<file path="config.mk">
export PLATFORM = sky130hd
export DESIGN_NAME = multicycle_ctrl
export DESIGN_NICKNAME = d
export VERILOG_FILES = /design/src/rtl/mc_ctrl_pkg.sv /design/src/rtl/mc_branch_eval.sv /design/src/rtl/multicycle_ctrl.sv
export SDC_FILE = /design/constraint.sdc
export NUM_CORES = 1
export LEC_CHECK = 0
export ABC_AREA = 1
export BUFFER_PORTS_ARGS = -buffer_cell sky130_fd_sc_hd__buf_2
export CAP_MARGIN = 20
export CORE_ASPECT_RATIO = 0.75
export CORE_MARGIN = 2
export CORE_UTILIZATION = 45
export CTS_CLUSTER_DIAMETER = 200
export DETAILED_ROUTE_END_ITERATION = 12
export PLACE_DENSITY = 0.8
export REMOVE_ABC_BUFFERS = 1
export SYNTH_ARGS = -nofsm -noshare
export SYNTH_HDL_FRONTEND = slang
export SYNTH_SLANG_ARGS = --single-unit
</file>
<file path="constraint.sdc">
create_clock -name clk_i -period 1.95 [get_ports clk_i]
set_clock_uncertainty 0.2 [all_clocks]
set_input_delay 0.0975 -clock clk_i [delete_from_list [all_inputs] [get_ports clk_i]]
set_output_delay 0.0975 -clock clk_i [all_outputs]
set_load 0.02 [all_outputs]
</file>
<file path="src/rtl/mc_ctrl_pkg.sv">
// Shared encodings for the multi-cycle MIPS control unit: states, opcodes
// and the datapath select values driven by the controller.
package mc_ctrl_pkg;

   typedef enum logic [3:0] {
      FETCH  = 4'd0,
      DECODE = 4'd1,
      EXEC_R = 4'd2,
      EXEC_I = 4'd3,
      WB_ALU = 4'd4,
      ADDR   = 4'd5,
      MEM_RD = 4'd6,
      MEM_WR = 4'd7,
      WB_MEM = 4'd8,
      BRANCH = 4'd9,
      JUMP   = 4'd10,
      JR     = 4'd11,
      FAULT  = 4'd12
   } state_t;

   localparam logic [5:0] OP_RTYPE = 6'h00;
   localparam logic [5:0] OP_J     = 6'h02;
   localparam logic [5:0] OP_JAL   = 6'h03;
   localparam logic [5:0] OP_BEQ   = 6'h04;
   localparam logic [5:0] OP_BNE   = 6'h05;
   localparam logic [5:0] OP_BLEZ  = 6'h06;
   localparam logic [5:0] OP_BGTZ  = 6'h07;
   localparam logic [5:0] OP_ADDI  = 6'h08;
   localparam logic [5:0] OP_SLTI  = 6'h0A;
   localparam logic [5:0] OP_ORI   = 6'h0D;
   localparam logic [5:0] OP_LUI   = 6'h0F;
   localparam logic [5:0] OP_LW    = 6'h23;
   localparam logic [5:0] OP_SW    = 6'h2B;
   localparam logic [5:0] FUNCT_JR = 6'h08;

   localparam logic [2:0] ALU_ADD   = 3'd0;
   localparam logic [2:0] ALU_SUB   = 3'd1;
   localparam logic [2:0] ALU_RTYPE = 3'd2;
   localparam logic [2:0] ALU_SLT   = 3'd3;
   localparam logic [2:0] ALU_OR    = 3'd4;
   localparam logic [2:0] ALU_LUI   = 3'd5;

   localparam logic [1:0] PC_ALU    = 2'd0;
   localparam logic [1:0] PC_ALUOUT = 2'd1;
   localparam logic [1:0] PC_JUMP   = 2'd2;
   localparam logic [1:0] PC_RS     = 2'd3;

   localparam logic [1:0] SRCB_RT     = 2'd0;
   localparam logic [1:0] SRCB_FOUR   = 2'd1;
   localparam logic [1:0] SRCB_IMM    = 2'd2;
   localparam logic [1:0] SRCB_IMM_SH = 2'd3;

   localparam logic [1:0] DST_RT  = 2'd0;
   localparam logic [1:0] DST_RD  = 2'd1;
   localparam logic [1:0] DST_R31 = 2'd2;

   localparam logic [1:0] WD_ALUOUT = 2'd0;
   localparam logic [1:0] WD_MDR    = 2'd1;
   localparam logic [1:0] WD_PC     = 2'd2;

endpackage

</file>
<file path="src/rtl/mc_branch_eval.sv">
// Branch-taken decision for beq/bne/blez/bgtz from the ALU subtract flags.
module mc_branch_eval
   import mc_ctrl_pkg::*;
(
   input  logic [5:0] opcode,
   input  logic       zero,
   input  logic       neg,
   output logic       taken
);

   // Condition select per branch opcode; anything else never branches
   always_comb begin
      taken = 1'b0;
      case (opcode)
         OP_BEQ:  taken = zero;
         OP_BNE:  taken = ~zero;
         OP_BLEZ: taken = neg | zero;
         OP_BGTZ: taken = ~neg & ~zero;
         default: taken = 1'b0;
      endcase
   end

endmodule

</file>
<file path="src/rtl/multicycle_ctrl.sv">
// Multi-cycle MIPS control FSM: sequences fetch/decode/execute/memory/writeback
// over a shared ALU and a single variable-latency memory port.
module multicycle_ctrl
   import mc_ctrl_pkg::*;
#(
   parameter int MEM_TIMEOUT = 15,
   parameter int CNT_W       = 4
) (
   input  logic       clk_i,
   input  logic       rst_i,
   input  logic [5:0] opcode_i,
   input  logic [5:0] funct_i,
   input  logic       zero_i,
   input  logic       neg_i,
   input  logic       mem_ready_i,
   output logic       mem_req_o,
   output logic       mem_write_o,
   output logic       iord_o,
   output logic       ir_write_o,
   output logic       pc_write_o,
   output logic [1:0] pc_src_o,
   output logic       alu_src_a_o,
   output logic [1:0] alu_src_b_o,
   output logic [2:0] alu_op_o,
   output logic       ext_sel_o,
   output logic [1:0] reg_dst_o,
   output logic [1:0] mem_to_reg_o,
   output logic       reg_write_o,
   output logic       fault_o,
   output logic [3:0] state_o
);

   state_t           state;
   logic [CNT_W-1:0] wait_cnt;
   logic             wb_rd;
   logic             taken;
   logic             timeout;

   mc_branch_eval u_branch_eval (
      .opcode (opcode_i),
      .zero   (zero_i),
      .neg    (neg_i),
      .taken  (taken)
   );

   // The request gives up on the last permitted wait cycle unless ready arrives then
   assign timeout = (wait_cnt == CNT_W'(MEM_TIMEOUT - 1)) && !mem_ready_i;
   assign state_o = state;

   // State sequencing, memory wait counter and writeback destination memory
   always_ff @(posedge clk_i) begin
      if (rst_i) begin
         state    <= FETCH;
         wait_cnt <= '0;
         wb_rd    <= 1'b0;
      end else begin
         wait_cnt <= '0;
         case (state)
            FETCH: begin
               if (mem_ready_i) state <= DECODE;
               else if (timeout) state <= FAULT;
               else wait_cnt <= wait_cnt + CNT_W'(1);
            end
            DECODE: begin
               case (opcode_i)
                  OP_RTYPE: state <= (funct_i == FUNCT_JR) ? JR : EXEC_R;
                  OP_LW, OP_SW: state <= ADDR;
                  OP_BEQ, OP_BNE, OP_BLEZ, OP_BGTZ: state <= BRANCH;
                  OP_ADDI, OP_SLTI, OP_ORI, OP_LUI: state <= EXEC_I;
                  OP_J, OP_JAL: state <= JUMP;
                  default: state <= FAULT;
               endcase
            end
            EXEC_R: begin
               wb_rd <= 1'b1;
               state <= WB_ALU;
            end
            EXEC_I: begin
               wb_rd <= 1'b0;
               state <= WB_ALU;
            end
            ADDR: state <= (opcode_i == OP_SW) ? MEM_WR : MEM_RD;
            MEM_RD: begin
               if (mem_ready_i) state <= WB_MEM;
               else if (timeout) state <= FAULT;
               else wait_cnt <= wait_cnt + CNT_W'(1);
            end
            MEM_WR: begin
               if (mem_ready_i) state <= FETCH;
               else if (timeout) state <= FAULT;
               else wait_cnt <= wait_cnt + CNT_W'(1);
            end
            WB_ALU, WB_MEM, BRANCH, JUMP, JR: state <= FETCH;
            FAULT:   state <= FAULT;
            default: state <= FAULT;
         endcase
      end
   end

   // Datapath control decode; reset forces every strobe and select low
   always_comb begin
      mem_req_o    = 1'b0;
      mem_write_o  = 1'b0;
      iord_o       = 1'b0;
      ir_write_o   = 1'b0;
      pc_write_o   = 1'b0;
      pc_src_o     = PC_ALU;
      alu_src_a_o  = 1'b0;
      alu_src_b_o  = SRCB_RT;
      alu_op_o     = ALU_ADD;
      ext_sel_o    = 1'b0;
      reg_dst_o    = DST_RT;
      mem_to_reg_o = WD_ALUOUT;
      reg_write_o  = 1'b0;
      fault_o      = 1'b0;
      if (rst_i) begin
         fault_o = 1'b0;
      end else begin
         case (state)
            FETCH: begin
               mem_req_o   = 1'b1;
               alu_src_b_o = SRCB_FOUR;
               ir_write_o  = mem_ready_i;
               pc_write_o  = mem_ready_i;
            end
            DECODE: alu_src_b_o = SRCB_IMM_SH;
            EXEC_R: begin
               alu_src_a_o = 1'b1;
               alu_op_o    = ALU_RTYPE;
               reg_dst_o   = DST_RD;
            end
            EXEC_I: begin
               alu_src_a_o = 1'b1;
               alu_src_b_o = SRCB_IMM;
               case (opcode_i)
                  OP_SLTI: alu_op_o = ALU_SLT;
                  OP_ORI: begin
                     alu_op_o  = ALU_OR;
                     ext_sel_o = 1'b1;
                  end
                  OP_LUI: begin
                     alu_op_o  = ALU_LUI;
                     ext_sel_o = 1'b1;
                  end
                  default: alu_op_o = ALU_ADD;
               endcase
            end
            WB_ALU: begin
               reg_write_o = 1'b1;
               reg_dst_o   = wb_rd ? DST_RD : DST_RT;
            end
            ADDR: begin
               alu_src_a_o = 1'b1;
               alu_src_b_o = SRCB_IMM;
            end
            MEM_RD: begin
               mem_req_o = 1'b1;
               iord_o    = 1'b1;
            end
            MEM_WR: begin
               mem_req_o   = 1'b1;
               mem_write_o = 1'b1;
               iord_o      = 1'b1;
            end
            WB_MEM: begin
               reg_write_o  = 1'b1;
               mem_to_reg_o = WD_MDR;
            end
            BRANCH: begin
               alu_src_a_o = 1'b1;
               alu_op_o    = ALU_SUB;
               pc_src_o    = PC_ALUOUT;
               pc_write_o  = taken;
            end
            JUMP: begin
               pc_write_o = 1'b1;
               pc_src_o   = PC_JUMP;
               if (opcode_i == OP_JAL) begin
                  reg_write_o  = 1'b1;
                  reg_dst_o    = DST_R31;
                  mem_to_reg_o = WD_PC;
               end else begin
                  reg_write_o = 1'b0;
               end
            end
            JR: begin
               pc_write_o = 1'b1;
               pc_src_o   = PC_RS;
            end
            FAULT:   fault_o = 1'b1;
            default: fault_o = 1'b0;
         endcase
      end
   end

endmodule

</file>
==> flow_metrics.py <==
metrics = {
    "outcome": {
        "status": "finished clean",
    },
    "sta": {
        "fmax_mhz": 545,
        "relSlewSlack_pct": 71.0,
        "tightest_slew_ns": 0.434,
        "post-route-period-util_pct": 94.0,
        "fin_crit_ns": 1.83,
        "maxSlewViolCount": 0,
        "hold_viol_final": 0,
        "rsz0062_at_grt": "true",
        "setup_viol": 0,
    },
    "die": {
        "row_count": 13,
        "coreArea_um2": 1770,
        "start_util_pct": 48.6,
        "die-width_um": 54.5,
        "die_h_um": 41.9,
        "boundaryPins": 41,
        "dieArea_um2": 2280,
    },
    "logic_synthesis": {
        "avgSynthCellArea_um2": 5.59,
        "seq_area_frac_synth_pct": 20.9,
        "netlist_top_cells_area": "dfxtp_1, nor2_1, nand2_1",
        "ys_warn_count": 0,
        "yosysUniqueCellTypes": 22,
        "synth_top_area_cell": "dfxtp_1",
        "synth_area_um2": 861,
        "syn_inst": 154,
        "synth_top_area_share_pct": 20.9,
        "ys_seq_elements": 9,
    },
    "global_routing": {
        "globalRouteMet2Util_pct": 38.6,
        "grt_overflow": 0,
        "grt_max_degree": 26,
        "first_global_vias": 1000,
        "grt_pass1_wl_mm": 4.12,
        "met1_usage_pct": 31.3,
        "antenna_found_initial": 0,
        "use_met3_pct": 5.40,
        "busiest_layer": "met2",
        "grt_use_total_pct": 24.0,
    },
    "run": {
        "cap_violations": 0,
    },
    "finish": {
        "area_growth_pct": 30.8,
        "layout.nets": 214,
        "design_area_um2": 1130,
        "diodes": 0,
        "fillers": 169,
        "drive_above_1_share_pct": 31.4,
        "final_cell_mix": "buf_2, nor2_1, nand2_1, inv_1, nand3_1",
        "final_common_cell": "buf_2",
    },
    "power_and_ir_drop": {
        "power_mw": 0.621,
        "ir_drop_mv": 0.301,
        "p_leak_nw": 0.599,
        "power_per_cell_area_nw_per_um2": 551,
    },
    "worst_setup_path": {
        "critPathKind": "flop to output pin",
        "startpoint_type": "flop",
        "crit_arrival_ns": 1.54,
        "critPathMaxFanout": 5,
        "reg2reg_depth": 8,
        "crit_path_end_kind": "output pin",
        "required_ns": 1.65,
    },
    "routing": {
        "vias_per_cell": 5.23,
        "dr.pass1.iters": 4,
        "drt_iter0_drc": 54,
        "drc": 0,
        "vias": 1129,
        "final_antenna_net_count": 0,
        "wl_per_cell_um": 11.8,
        "routed_wirelength_mm": 2.54,
    },
    "clock_tree": {
        "ctsResizeCount": 2,
        "cts.path.max_buffers": 2,
        "clock_latency_ns": 0.28,
        "htreeDepth": 1,
        "holdBufCountCts": 0,
        "cts_buffers": 3,
        "cts_setup_buffers": 0,
        "cts.sinks": 9,
        "root_buffer": "clkbuf_4",
        "cts_tree": "yes",
        "clk_pin_slew_ns": 0.07,
    },
    "placed_design": {
        "post_dp_cell_area_um2": 1060,
        "globalplace.congestion": 0.908,
        "port_buffers": 40,
        "dp_hpwl_mm": 2.02,
    },
    "worst_hold_path": {
        "min_path_type": "input pin to flop",
        "hold_depth": 6,
    },
}
-- per-stage QoR --
stage          setup slack (ns)  setup TNS (ns)  hold slack, ns  std cells  utilization (%)
2_1_floorplan           -0.0642         -0.0642         -0.0334        150                -
3_3_place_gp              0.370               0           0.247        212             59.7
3_5_place_dp              0.259               0           0.263        212             59.7
4_1_cts                  0.0177               0          0.0319        216             61.5
5_1_grt                 -0.0120         -0.0120          0.0617        216             63.5
6_report                  0.117               0          0.0132        216             63.5
-- kinds of logic after synthesis --
kind of cell	count (synthesis)	share of synthesized area, %
and+or+nand+nor	94	46.5
DFF	9	20.9
xor gates and xnor gates	3	3.05
AOI/OAI and AO/OA	19	13.1
adders and majority gates	2	2.91
buffers and inverters	27	13.5
-- sequential cells by signal, indices dropped and copies added, names as in the netlist --
name      cells
state_o       4
wait_cnt      4
wb_rd         1
-- power breakdown --
part	total [mW]	leakage (nW)	switching, mW	internal, mW
clock	0.159	0.0177	0.0827	0.0764
sequential	0.220	0.0749	0.0219	0.198
combinational	0.242	0.507	0.162	0.0796
-- cell type report --
cell class	instances	area [um^2]	area share, %
multi-input combinational	118	597	53.0
clock inverter	1	5.00	0.444
tap	22	27.5	2.44
timing repair buffer	40	203	18.0
clock buffer	3	22.5	2.00
sequential	9	185	16.4
inverter	23	86.3	7.67
-- final timing paths --
check,start,endpoint,slack [ns]
setup / recovery,state_o[3],pc_write_o,0.12
hold / removal,funct_i[2],state_o[0],0.01
hold reg to reg,wait_cnt[0],wait_cnt[0],0.27
setup reg to reg,wait_cnt[0],state_o[3],0.38
-- Yosys cell counts, drive strengths merged --
library cell  number
a31oi              4
inv               23
nand2             30
nand3             13
buf                2
o31ai              1
xor2               2
or2                1
nand4              2
clkbuf             2
dfxtp              9
xnor2              1
a32oi              1
nor3              11
o21ai              7
ha                 2
a21oi              6
nor2              37
-- routing by layer --
layer,part of all wire (%),vias to the layer above
li1,-,577
met1,46,502
met2,45,45
met3,7.5,5
met4,1.3,0
met5,0,-
-- worst max-delay path, stage by stage (launching register included) --
cell and delay (ns):
dfxtp_2 0.39, inv_1 0.10, nor2_2 0.14, inv_1 0.10, nor2_4 0.11, nand3_1 0.10, a31oi_1 0.14, buf_4 0.16
Power figures use the tool's default switching activity.
